--- src/rtl/fpu_issue_ctrl.sv ---
// fpu_issue_ctrl: single-outstanding FPU issue/response controller; define FPU_ISSUE_SQRT_EN to enable the sqrt core (op 6)
module fpu_issue_ctrl #(
  parameter int ADD_LAT  = 8,
  parameter int MUL_LAT  = 6,
  parameter int DIV_LAT  = 28,
  parameter int CVT_LAT  = 6,
  parameter int SQRT_LAT = 28
) (
  input  logic        clk,
  input  logic        rst_n,
  input  logic        req_valid,
  output logic        req_ready,
  input  logic [2:0]  req_op,
  input  logic [31:0] req_a,
  input  logic [31:0] req_b,
  input  logic [4:0]  req_tag,
  output logic [31:0] core_a,
  output logic [31:0] core_b,
  output logic [5:0]  core_addop,
  input  logic [31:0] add_res,
  input  logic [31:0] mul_res,
  input  logic [31:0] div_res,
  input  logic [31:0] ftoi_res,
  input  logic [31:0] itof_res,
  input  logic [31:0] sqrt_res,
  output logic        rsp_valid,
  input  logic        rsp_ready,
  output logic [31:0] rsp_result,
  output logic [4:0]  rsp_tag,
  output logic        rsp_illegal
);
  typedef enum logic [1:0] {IDLE, WAIT, DONE} state_t;
  localparam logic [31:0] QNAN = 32'h7FC0_0000;
  state_t      r_state, w_next;
  logic [5:0]  r_cnt, w_lat;
  logic [2:0]  r_op;
  logic        r_ready, w_illegal, w_accept;
  logic [31:0] w_core_res;
  assign w_accept = (r_state == IDLE) && req_valid;
`ifdef FPU_ISSUE_SQRT_EN
  assign w_illegal  = req_op == 3'd7;
  assign w_lat      = (req_op[2:1] == 2'd0) ? 6'(ADD_LAT) :
                      (req_op == 3'd2)      ? 6'(MUL_LAT) :
                      (req_op == 3'd3)      ? 6'(DIV_LAT) :
                      (req_op == 3'd6)      ? 6'(SQRT_LAT) : 6'(CVT_LAT);
  assign w_core_res = (r_op[2:1] == 2'd0) ? add_res :
                      (r_op == 3'd2)      ? mul_res :
                      (r_op == 3'd3)      ? div_res :
                      (r_op == 3'd4)      ? ftoi_res :
                      (r_op == 3'd5)      ? itof_res : sqrt_res;
`else
  logic w_unused_sqrt;
  assign w_unused_sqrt = (^sqrt_res) ^ (SQRT_LAT == 0);
  assign w_illegal  = req_op[2:1] == 2'd3;
  assign w_lat      = (req_op[2:1] == 2'd0) ? 6'(ADD_LAT) :
                      (req_op == 3'd2)      ? 6'(MUL_LAT) :
                      (req_op == 3'd3)      ? 6'(DIV_LAT) : 6'(CVT_LAT);
  assign w_core_res = (r_op[2:1] == 2'd0) ? add_res :
                      (r_op == 3'd2)      ? mul_res :
                      (r_op == 3'd3)      ? div_res :
                      (r_op == 3'd4)      ? ftoi_res : itof_res;
`endif
  assign req_ready = r_ready;
  assign rsp_valid = r_state == DONE;
  // state register
  always_ff @(posedge clk or negedge rst_n) begin
    if (!rst_n) r_state <= IDLE;
    else        r_state <= w_next;
  end
  // next state: illegal ops skip the latency wait entirely
  always_comb begin
    w_next = r_state;
    case (r_state)
      IDLE:    w_next = req_valid ? (w_illegal ? DONE : WAIT) : IDLE;
      WAIT:    w_next = (r_cnt == 6'd0) ? DONE : WAIT;
      DONE:    w_next = rsp_ready ? IDLE : DONE;
      default: w_next = IDLE;
    endcase
  end
  // operand/tag capture on accept, latency countdown and result capture
  always_ff @(posedge clk or negedge rst_n) begin
    if (!rst_n) begin
      r_ready     <= 1'b0;
      r_cnt       <= 6'd0;
      r_op        <= 3'd0;
      core_a      <= 32'd0;
      core_b      <= 32'd0;
      core_addop  <= 6'd0;
      rsp_result  <= 32'd0;
      rsp_tag     <= 5'd0;
      rsp_illegal <= 1'b0;
    end else begin
      r_ready <= w_next == IDLE;
      if (w_accept) begin
        core_a      <= req_a;
        core_b      <= req_b;
        core_addop  <= {5'd0, req_op == 3'd1};
        r_op        <= req_op;
        rsp_tag     <= req_tag;
        r_cnt       <= w_illegal ? 6'd0 : w_lat;
        rsp_illegal <= w_illegal;
        if (w_illegal) rsp_result <= QNAN;
      end else if (r_state == WAIT) begin
        if (r_cnt == 6'd0) rsp_result <= w_core_res;
        else               r_cnt <= r_cnt - 6'd1;
      end
    end
  end
endmodule

--- config.mk ---
export PLATFORM = sky130hd
export DESIGN_NAME = fpu_issue_ctrl
export DESIGN_NICKNAME = d
export VERILOG_FILES = /design/src/rtl/fpu_issue_ctrl.sv
export SDC_FILE = /design/constraint.sdc
export NUM_CORES = 1
export LEC_CHECK = 0
export CAP_MARGIN = 20
export CORE_AREA = 5 5 145 147
export CTS_CLUSTER_DIAMETER = 50
export DETAILED_ROUTE_END_ITERATION = 7
export DIE_AREA = 0 0 150 152
export DONT_BUFFER_PORTS = 1
export GPL_TIMING_DRIVEN = 0
export SLEW_MARGIN = 20
export SYNTH_ARGS = -nofsm -noshare
export SYNTH_HDL_FRONTEND = slang
export SYNTH_SLANG_ARGS = --single-unit
--- constraint.sdc ---
create_clock -name clk -period 2.7 [get_ports clk]
set_clock_uncertainty 0.1 [all_clocks]
set_input_delay 0.27 -clock clk [delete_from_list [all_inputs] [get_ports clk]]
set_output_delay 0.27 -clock clk [all_outputs]
set_load 0.03 [all_outputs]
==> summary.txt, run 1 <==
Finish
  – Post-route cell area: 8038 um2
  – Share of cells above drive strength 1: 14.75%
  – Commonest cells after routing, fill and taps aside: nand2_1 (242), dfrtp_1 (115), dlygate4sd3_1 (98), a21oi_1 (35), nor2_1 (31)
  – Layout Nets: 1059
  – Commonest non-fill, non-tap cell in the layout: nand2_1
  – Inserted Diodes: 0
  – Area Growth Syn to Fin: 31.34%

Placement
  – DP Area: 6472 um2
  – DP HPWL: 15.16 mm
  – RD Place Congestion: 0.7888
  – Buffers on Ports: 0
  – Post-Place Worst Slack: between 500 and 600 ps

Yosys
  – Main combinational cell family by area after synthesis: simple AND/OR/NAND/NOR gates
  – Synth Instances: 666
  – Synth Cell Area: between 6000 and 7000 um2
  – Sequential-to-total area share from yosys stat: between 40% and 50%
  – Compound-Gate Fraction of Synth Area: 20.55%
  – Post-synthesis cell type count: 43
  – Post-Synth Adder-Cell Area: 0.8178%
  – Post-synth EDFFs: 0
  – Xor and xnor fraction of the mapped netlist area: 0.2862%
  – Async SR Flop Fraction: 100.0%
  – Mux cell area share after synthesis: roughly 1.8%
  – Syn_area_per_cell: 9.189 um2
  – Simple-Gate Fraction of Synth Area: roughly a quarter
  – Main synth FF type: dfrtp_1
  – Synth Register Bits: 115
  – Yosys warning count: 0

Power and ir drop
  – Sw Pwr: 5.416 mW
  – Int Pwr: 5.441 mW
  – Leak: 3.664 nW
  – Clock share of power: 20.7%
  – Comb power frac: 36.7%
  – Seq pwr share: 42.7%
  – VDD IR max: around 600 uV
  – PwrDens: around 1400 nW/um2
  – Sw frac: 49.88%

Floorplan
  – Core area: 19780 um2
  – Die area: 22800 um2
  – Starting Density: 30.94%
  – Chip Width: roughly 150 um
  – Die Ht: 152 um
  – I/O pin cnt: between 300 and 400
  – Row Count: 52

Min path
  – HP Class: primary input to async pin

Routing
  – Vias per inst: 5.008
  – Initial DRC count: 180
  – DR WL/cell: 19.90 um
  – 1st-pass router iterations: 4
  – Via count of the routed design: 5359
  – Post-route ant nets: 0
  – WL final: 21.29 mm
  – Remaining DRCs: 0

STA
  – Period minus WS final: 2135 ps
  – Minimum setup slack in the final design: 565.3 ps
  – Setup tns final: 0 ps
  – Endpoints failing hold: 115
  – RSZ-0062 raised after global routing: false
  – Worst slew margin: between 50% and 60%
  – Crit share post-route: between 70% and 80%
  – Actual slew at the worst max-slew pin: 726.1 ps
  – WHS: -547.7 ps
  – Max Fclk: 0.4684 GHz
  – Setup violators final: 0
  – Max Slew Vio Count: 0

Clock tree
  – H-Tree Depth: 4
  – Clock Tree Root: clkbuf_16
  – Clock buffer depth: 2
  – Setup Fix Bufs, Post-CTS: 0
  – Clock Latency Late Sink: around 410 ps
  – TritonCTS clock tree: built
  – CTS clock-pin slew for the worst setup and hold paths: 60 ps
  – # clock sinks: 115
  – CTS Buf Count: 17

Critical path
  – Crit-path slowest cell: nor2b_1
  – Worst setup SP type: flop
  – Crit path max fanout: 10
  – Crit end category: flop
  – Worst r2r src: r_cnt[0]
  – Crit path required time: between 2000 and 3000 ps
  – Highest cell delay on the worst timing path: 410 ps
  – Critical path, cell by cell: inv_1, ha_1, nor2b_1, a32oi_2, buf_2, nand2_1, o31ai_2
  – Critical path startpoint: r_cnt[0]
  – Crit Path Category: flop to flop
  – Critical Path AT: 2320 ps

Global routing
  – Gr ovfl total: 0
  – First-pass GRT wire length: 31.91 mm
  – Initial antenna violation count: 0
  – Vias in the first global route: roughly 5800
  – Total GRT Usage: around 18%
  – Largest net degree at the start of global routing: 116

Run status
  – Failing checks: negative hold slack
  – Outcome: complete, but fails checks

Job
  – Max_cap viols: 0
## final timing paths
path / cells past startpoint / slack (ps) / to
worst max-delay path: 7 / 570 / rsp_result[13]
worst min-delay path: 0 / -550 / rsp_result[17]
worst max register to register: 7 / 570 / rsp_result[13]
worst min register to register: 2 / 460 / r_cnt[5]
max in group asynchronous: 0 / 2880 / core_b[23]
min in group clk: 3 / 50 / rsp_result[30]
## power by group through the flow
stage	Sequential, mW	Combinational [mW]	Clock (mW)
after floorplan	4.41	3.03	0
after global placement	4.67	3.75	0
after detailed placement	4.65	3.85	0
after CTS	4.64	3.98	2.31
after global routing	4.73	4.41	2.38
final	4.63	3.98	2.24
## area by class of cell
type / instances / area, um2
tap: 270 / 337.8
sequential: 115 / 2878
clock buffer: 17 / 425.4
timing repair buffer: 98 / 980.9
buffer: 57 / 331.6
multi-input combinational: 492 / 2903
clock inverter: 15 / 158.9
fill: 1938 / 11740
inverter: 6 / 22.52
## kinds of logic (layout without fill, tap and decap cells)
group / after synthesis / after routing
xor gates and xnor gates: 2 / 2
AOI/OAI and AO/OA: 136 / 136
muxes: 11 / 11
buffers and inverters: 63 / 193
DFF: 115 / 115
other: 1 / 5
adders and majority gates: 4 / 4
and+or+nand+nor: 334 / 334
## flip-flops by register name (all words and copies together), names as in the netlist, 2 cells and up
name        count
core_a         32
core_b         32
rsp_result     32
r_cnt           6
rsp_tag         5
r_op            3
r_state         2
## per-stage QoR
stage / cells / util (%) / power (mW)
6_report: 1070 / 40.64 / 10.86
5_1_grt: 1070 / 40.64 / 11.52
4_1_cts: 1069 / 40.59 / 10.93
3_5_place_dp: 940 / 32.72 / 8.501
3_3_place_gp: 940 / 32.72 / 8.424
2_1_floorplan: 670 / - / 7.437
## cell usage after synthesis (2+ instances only)
library cell	n	area, um2
nand2_1	242	908.4
dfrtp_1	115	2878
a21oi_1	35	175.2
nor2_1	31	116.4
nand2b_1	25	156.4
a22o_1	23	201.4
a311oi_2	21	315.3
o31ai_2	21	262.8
buf_2	19	95.09
clkbuf_1	17	63.81
nor2b_1	12	75.07
mux2i_1	11	110.1
o221ai_1	10	87.58
buf_4	9	67.56
nand3_1	9	45.04
o22a_1	9	78.83
buf_6	8	90.09
inv_1	6	22.52
o21ai_0	6	30.03
buf_1	4	15.01
ha_1	4	50.05
a311oi_1	3	26.28
nand3b_1	3	22.52
and3b_1	2	17.52
nor3b_4	2	37.54
o31ai_1	2	15.01
## metal layers
| layer | routed length, um | vias up | part of all wire [%] | global-route usage, % |
|---|---|---|---|---|
| li1 | - | 2505 | - | - |
| met1 | 8272 | 2559 | 39 | 19.68 |
| met2 | 10790 | 260 | 51 | 31.82 |
| met3 | 1694 | 35 | 8.0 | 5.690 |
| met4 | 540 | 0 | 2.5 | 6.928 |
| met5 | 0 | - | 0 | 0 |
## timing repair
action                     4_1_cts  5_1_grt
setup endpoints to repair        0        0
resized for setup                0        0
hold buffers                    97        1
hold endpoints to repair       212      116
## worst max-delay path, delay by kind of cell (launching register included)
kind / cells / cell delay (ps)
buf+inv: 2 / 410
simple gates: 2 / 530
compound gates: 2 / 410
fa+ha+maj: 1 / 180
flops: 1 / 380
Note: power is estimated with default switching activity, not from simulation.
==> run 2, diff against run 1 <==
Clock period 2.7 ns to 1.7 ns, I/O delays scaled along.
==> summary.txt, run 2 (synthesis results as in run 1) <==
Global routing
  – Gr ovfl total: 0
  – Vias in the first global route: 6103
  – Total GRT Usage: between 10% and 20%
  – Initial antenna violation count: 1
  – Largest net degree at the start of global routing: 116
  – First-pass GRT wire length: 33.51 mm

Min path
  – HP Class: primary input to async pin

Routing
  – Vias per inst: approximately 5.0
  – DR WL/cell: ~20 um
  – Max Used Layer: met4
  – 1st-pass router iterations: 4
  – WL final: ~22 mm
  – Met3 WL: 1.915 mm
  – M1 wire length: 8.473 mm
  – Via count of the routed design: 5666
  – Initial DRC count: 179
  – Post-route ant nets: 0
  – Met2 wire len: approximately 11 mm
  – Remaining DRCs: 0

Critical path
  – Crit Path Category: flop to flop
  – Reg2reg path depth: 7
  – Worst r2r src: r_op[0]
  – Flop2flop setup slack: -60 ps
  – Worst setup SP type: flop
  – Crit path required time: 1890 ps
  – Worst r2r dst: rsp_result[2]
  – Crit end category: flop
  – Critical Path AT: approximately 2000 ps
  – Highest cell delay on the worst timing path: between 300 and 400 ps
  – Critical path, cell by cell: buf_6, and3b_2, buf_6, buf_12, a22o_1, a311oi_2, o31ai_2
  – Crit path max fanout: 7
  – Most common cell on crit path: buf_6
  – Crit-path slowest cell: dfrtp_1

Run status
  – Failing checks: negative hold slack, negative setup slack
  – Outcome: complete, but fails checks

Clock tree
  – CTS Hold Bufs: 128
  – TritonCTS clock tree: built
  – H-Tree Depth: 4
  – Clock Tree Root: clkbuf_16
  – CTS clock-pin slew for the worst setup and hold paths: 60 ps
  – CTS Buf Count: 17
  – Clock buffer depth: 2
  – # clock sinks: 115
  – Clock Latency Late Sink: 400 ps

Floorplan
  – Row Count: 52
  – I/O pin cnt: between 300 and 400
  – Core area: 19780 um2
  – Die area: 22800 um2
  – Chip Width: 150 um
  – Starting Density: a little under a third
  – Die Ht: 152 um

STA
  – Period minus WS final: between 1500 and 2000 ps
  – RSZ-0062 raised after global routing: true
  – Endpoints failing hold: approximately 120
  – Minimum setup slack in the final design: -60.47 ps
  – Max Slew Vio Count: 0
  – Crit share post-route: 103.6%
  – Max Fclk: 0.5680 GHz
  – Setup violators final: 24
  – WHS: -644.4 ps

Finish
  – Fillers: 1851
  – Commonest non-fill, non-tap cell in the layout: nand2_1
  – Commonest cells after routing, fill and taps aside: nand2_1 (224), dlygate4sd3_1 (128), dfrtp_1 (115), a21oi_1 (35), nor2_1 (29)
  – Multi-input gate area: 3093 um2
  – Layout Nets: 1119
  – Area Growth Syn to Fin: 46.86%
  – Largest regs: core_a x32, core_b x32, rsp_result x32
  – FF+latch area: between 2000 and 3000 um2
  – Share of cells above drive strength 1: 22.21%

Power and ir drop
  – PwrDens: ~2100 nW/um2
  – Leak: 4.096 nW
  – VDD IR max: about 830 uV
  – Pwr Total: 18.51 mW

Placement
  – Buffers on Ports: 0
  – RD Place Congestion: 0.8044
  – DP HPWL: 15.40 mm

Job
  – Max_cap viols: 0
-- run 2: area by class of cell --
class / count / share of cell area (%)
buffer: 56 / 4.928
antenna: 1 / 0.02784
tap: 270 / 3.759
inverter: 6 / 0.2506
sequential: 115 / 32.02
clock buffer: 17 / 4.733
multi-input combinational: 492 / 34.41
timing repair buffer: 159 / 18.36
clock inverter: 15 / 1.504
-- run 2: stage by stage --
step	util (%)	setup WS [ps]	std cells	cell area, um2	setup TNS (ps)
after CTS	43.69	-60.08	1116	8641	-400.3
after global placement	32.74	-302.0	940	6475	-20910
after global routing	45.44	-149.0	1131	8987	-3747
after floorplan	-	90.94	670	6137	0
final	45.44	-60.47	1131	8987	-837.6
after detailed placement	32.74	-340.9	940	6475	-24030
-- run 2: what timing repair did --
action / in CTS / in global routing
hold endpoints to repair: 224 / 115
pin swaps: 24 / 8
endpoints found under the setup margin: 111 / 103
gates resized for setup: 44 / 66
setup buffers: 16 / 10
cloned: 2 / 4
-- run 2: how the worst max path moves through the flow --
stage / start / end / slack (ps) / cells after the start
3_5_place_dp: r_state[1] / rsp_result[18] / -340 / 6
3_3_place_gp: r_state[1] / rsp_result[20] / -300 / 6
5_1_grt: r_cnt[1] / rsp_result[3] / -150 / 9
4_1_cts: r_op[0] / rsp_result[11] / -60 / 6
2_1_floorplan: r_cnt[0] / rsp_result[10] / 90 / 6
6_report: r_op[0] / rsp_result[2] / -60 / 7
-- run 2: routing by layer --
layer | vias up | global-route usage (%)
met2 | 286 | 32.17
met4 | 0 | 7.756
li1 | 2635 | -
met5 | - | 0
met3 | 64 | 6.673
met1 | 2681 | 20.39
-- run 2: critical path, delay by kind of cell, from the launching register on --
| family | cells | cell delay, ps |
|---|---|---|
| simple gates | 1 | 260 |
| flops | 1 | 370 |
| compound gates | 3 | 500 |
| buf+inv | 3 | 410 |
-- run 2: where the power goes --
part | switching, mW | internal [mW] | total (mW)
logic | 4.15 | 3.53 | 7.68
registers | 3.43 | 3.99 | 7.41
clock network | 1.48 | 1.94 | 3.41
total | 9.06 | 9.45 | 18.5
==> run 3, diff against run 2 <==
Settings changed: PLACE_DENSITY from default to 0.54.
Clock period 1.7 ns to 2.3 ns, I/O delays scaled along.
==> summary.txt, run 3 (synthesis results as in run 1) <==
STA
  – Max Fclk: 0.4807 GHz
  – Setup tns final: 0 ps
  – Actual slew at the worst max-slew pin: 714.3 ps
  – WHS: -578.5 ps
  – Worst slew margin: 52.28%
  – Max Slew Vio Count: 0
  – Crit share post-route: 90.44%
  – Minimum setup slack in the final design: 219.8 ps
  – Setup violators final: 0
  – Period minus WS final: about 2100 ps
  – RSZ-0062 raised after global routing: false
  – Endpoints failing hold: 115

Floorplan
  – I/O pin cnt: 378
  – Core area: 19780 um2
  – Die area: between 20000 and 25000 um2
  – Starting Density: 30.94%
  – Row Count: 52
  – Chip Width: about 150 um
  – Die Ht: ~150 um

Critical path
  – Critical path, cell by cell: buf_2, nor2b_1, a21oi_1, dlygate4sd3_1
  – Crit end category: flop
  – Crit path required time: 2480 ps
  – Flop2flop setup slack: 220 ps
  – Crit path to: req_ready
  – Worst setup SP type: flop
  – Worst r2r src: r_state[1]
  – Reg2reg path depth: 4
  – Crit-path slowest cell: nor2b_1
  – Critical path startpoint: r_state[1]
  – Highest cell delay on the worst timing path: 620 ps
  – Worst r2r dst: req_ready
  – Top delay family on crit path: buffers and inverters
  – Critical Path AT: 2260 ps
  – CP bufs+invs: 2
  – WP depth: 4
  – Crit path max fanout: 9
  – Crit Path Category: flop to flop

Finish
  – Largest regs: core_a x32, core_b x32, rsp_result x32
  – Inserted Diodes: 0
  – Post-route cell area: between 8000 and 9000 um2
  – Commonest cells after routing, fill and taps aside: nand2_1 (241), dfrtp_1 (115), dlygate4sd3_1 (102), a21oi_1 (35), nor2_1 (31)
  – Area Growth Syn to Fin: 31.43%
  – Share of cells above drive strength 1: between 10% and 20%
  – Commonest non-fill, non-tap cell in the layout: nand2_1
  – Final core occ: slightly above 40%
  – Final Instance Count excl. Fillers: 1074
  – Layout Nets: 1063

Clock tree
  – # clock sinks: approximately 120
  – H-Tree Depth: 4
  – Clock Latency Late Sink: 400 ps
  – CTS Hold Bufs: 102
  – CTS Buf Count: 17
  – Clock buffer depth: 2
  – CTS clock-pin slew for the worst setup and hold paths: 60 ps
  – Clock Tree Root: clkbuf_16
  – TritonCTS clock tree: built

Power and ir drop
  – PwrDens: about 1600 nW/um2
  – VDD IR max: 669.0 uV
  – Leak: 3.654 nW
  – Pwr Total: 12.55 mW

Placement
  – Cells after DPL: 940
  – Buffers on Ports: 0
  – RD Place Congestion: 0.7321
  – DP HPWL: 15.40 mm
  – DP Area: 6472 um2
  – Post-Place Worst Slack: 190.3 ps

Global routing
  – Vias in the first global route: 5672
  – Largest net degree at the start of global routing: between 100 and 150
  – Gr ovfl total: 0
  – First-pass GRT wire length: approximately 32 mm
  – Initial antenna violation count: 0
  – Total GRT Usage: 17.92%

Min path
  – HP Class: primary input to async pin

Routing
  – Vias per inst: ~4.9
  – Remaining DRCs: 0
  – WL final: 21.22 mm
  – Initial DRC count: around 170
  – DR WL/cell: 19.76 um
  – Via count of the routed design: between 5000 and 6000
  – Post-route ant nets: 0
  – 1st-pass router iterations: 4

Job
  – Max_cap viols: 0

Run status
  – Outcome: complete, but fails checks
  – Failing checks: negative hold slack
==> run 3: cell types whose count changed in the layout (fill, tap and decap cells not counted), moves of 3 or more <==
cell | previous run | this run
clkbuf_2 | 7 | 0
buf_6 | 19 | 8
buf_8 | 5 | 0
dlygate4sd3_1 | 128 | 102
nand2_2 | 13 | 1
clkbuf_1 | 7 | 17
buf_12 | 6 | 0
nand2_4 | 5 | 0
nand2_1 | 224 | 241
inv_8 | 5 | 2
buf_2 | 10 | 19
buf_4 | 25 | 9
==> run 3: cell type report <==
type	count	area [um2]
plain buffers	57	331.6
clock buffers	17	425.4
clock inverters	15	121.4
flip-flops and latches	115	2878
fillers	1971	11740
repair buffers	102	1021
multi-input cells	492	2905
well taps	270	337.8
inverters	6	22.52
==> run 3: worst min path at each step <==
| stage | to | cells past startpoint | slack [ps] |
|---|---|---|---|
| global placement | rsp_result[18] | 0 | -160 |
| finish | rsp_result[18] | 0 | -580 |
| CTS | rsp_result[18] | 0 | -610 |
| detailed placement | rsp_result[18] | 0 | -160 |
| global route | rsp_result[18] | 0 | -610 |
| floorplan | core_a[0] | 0 | -170 |
==> run 3: routing by layer <==
| metal | GRT usage [%] | wire length [um] | vias to the layer above |
|---|---|---|---|
| li1 | - | - | 2507 |
| met1 | 20.69 | 8305 | 2542 |
| met2 | 31.61 | 10820 | 246 |
| met3 | 6.375 | 1782 | 20 |
| met4 | 4.227 | 306 | 0 |
| met5 | 0 | 0 | - |
==> run 3: what timing repair did <==
action	in CTS	in global routing
gates resized for setup	0	1
setup buffers	0	0
hold endpoints to repair	217	115
setup endpoints to repair	0	1
==> run 3: where the power goes <==
part / internal (mW) / switching [mW] / leakage (nW)
clock network: 1.41 / 1.06 / 0.265
logic: 1.90 / 2.73 / 1.96
registers: 2.95 / 2.50 / 1.43
==> run 3: worst register-to-register path: stages (launching register included) <==
cell	delay [ps]
dfrtp_1	310
buf_2	220
nor2b_1	620
a21oi_1	140
dlygate4sd3_1	580
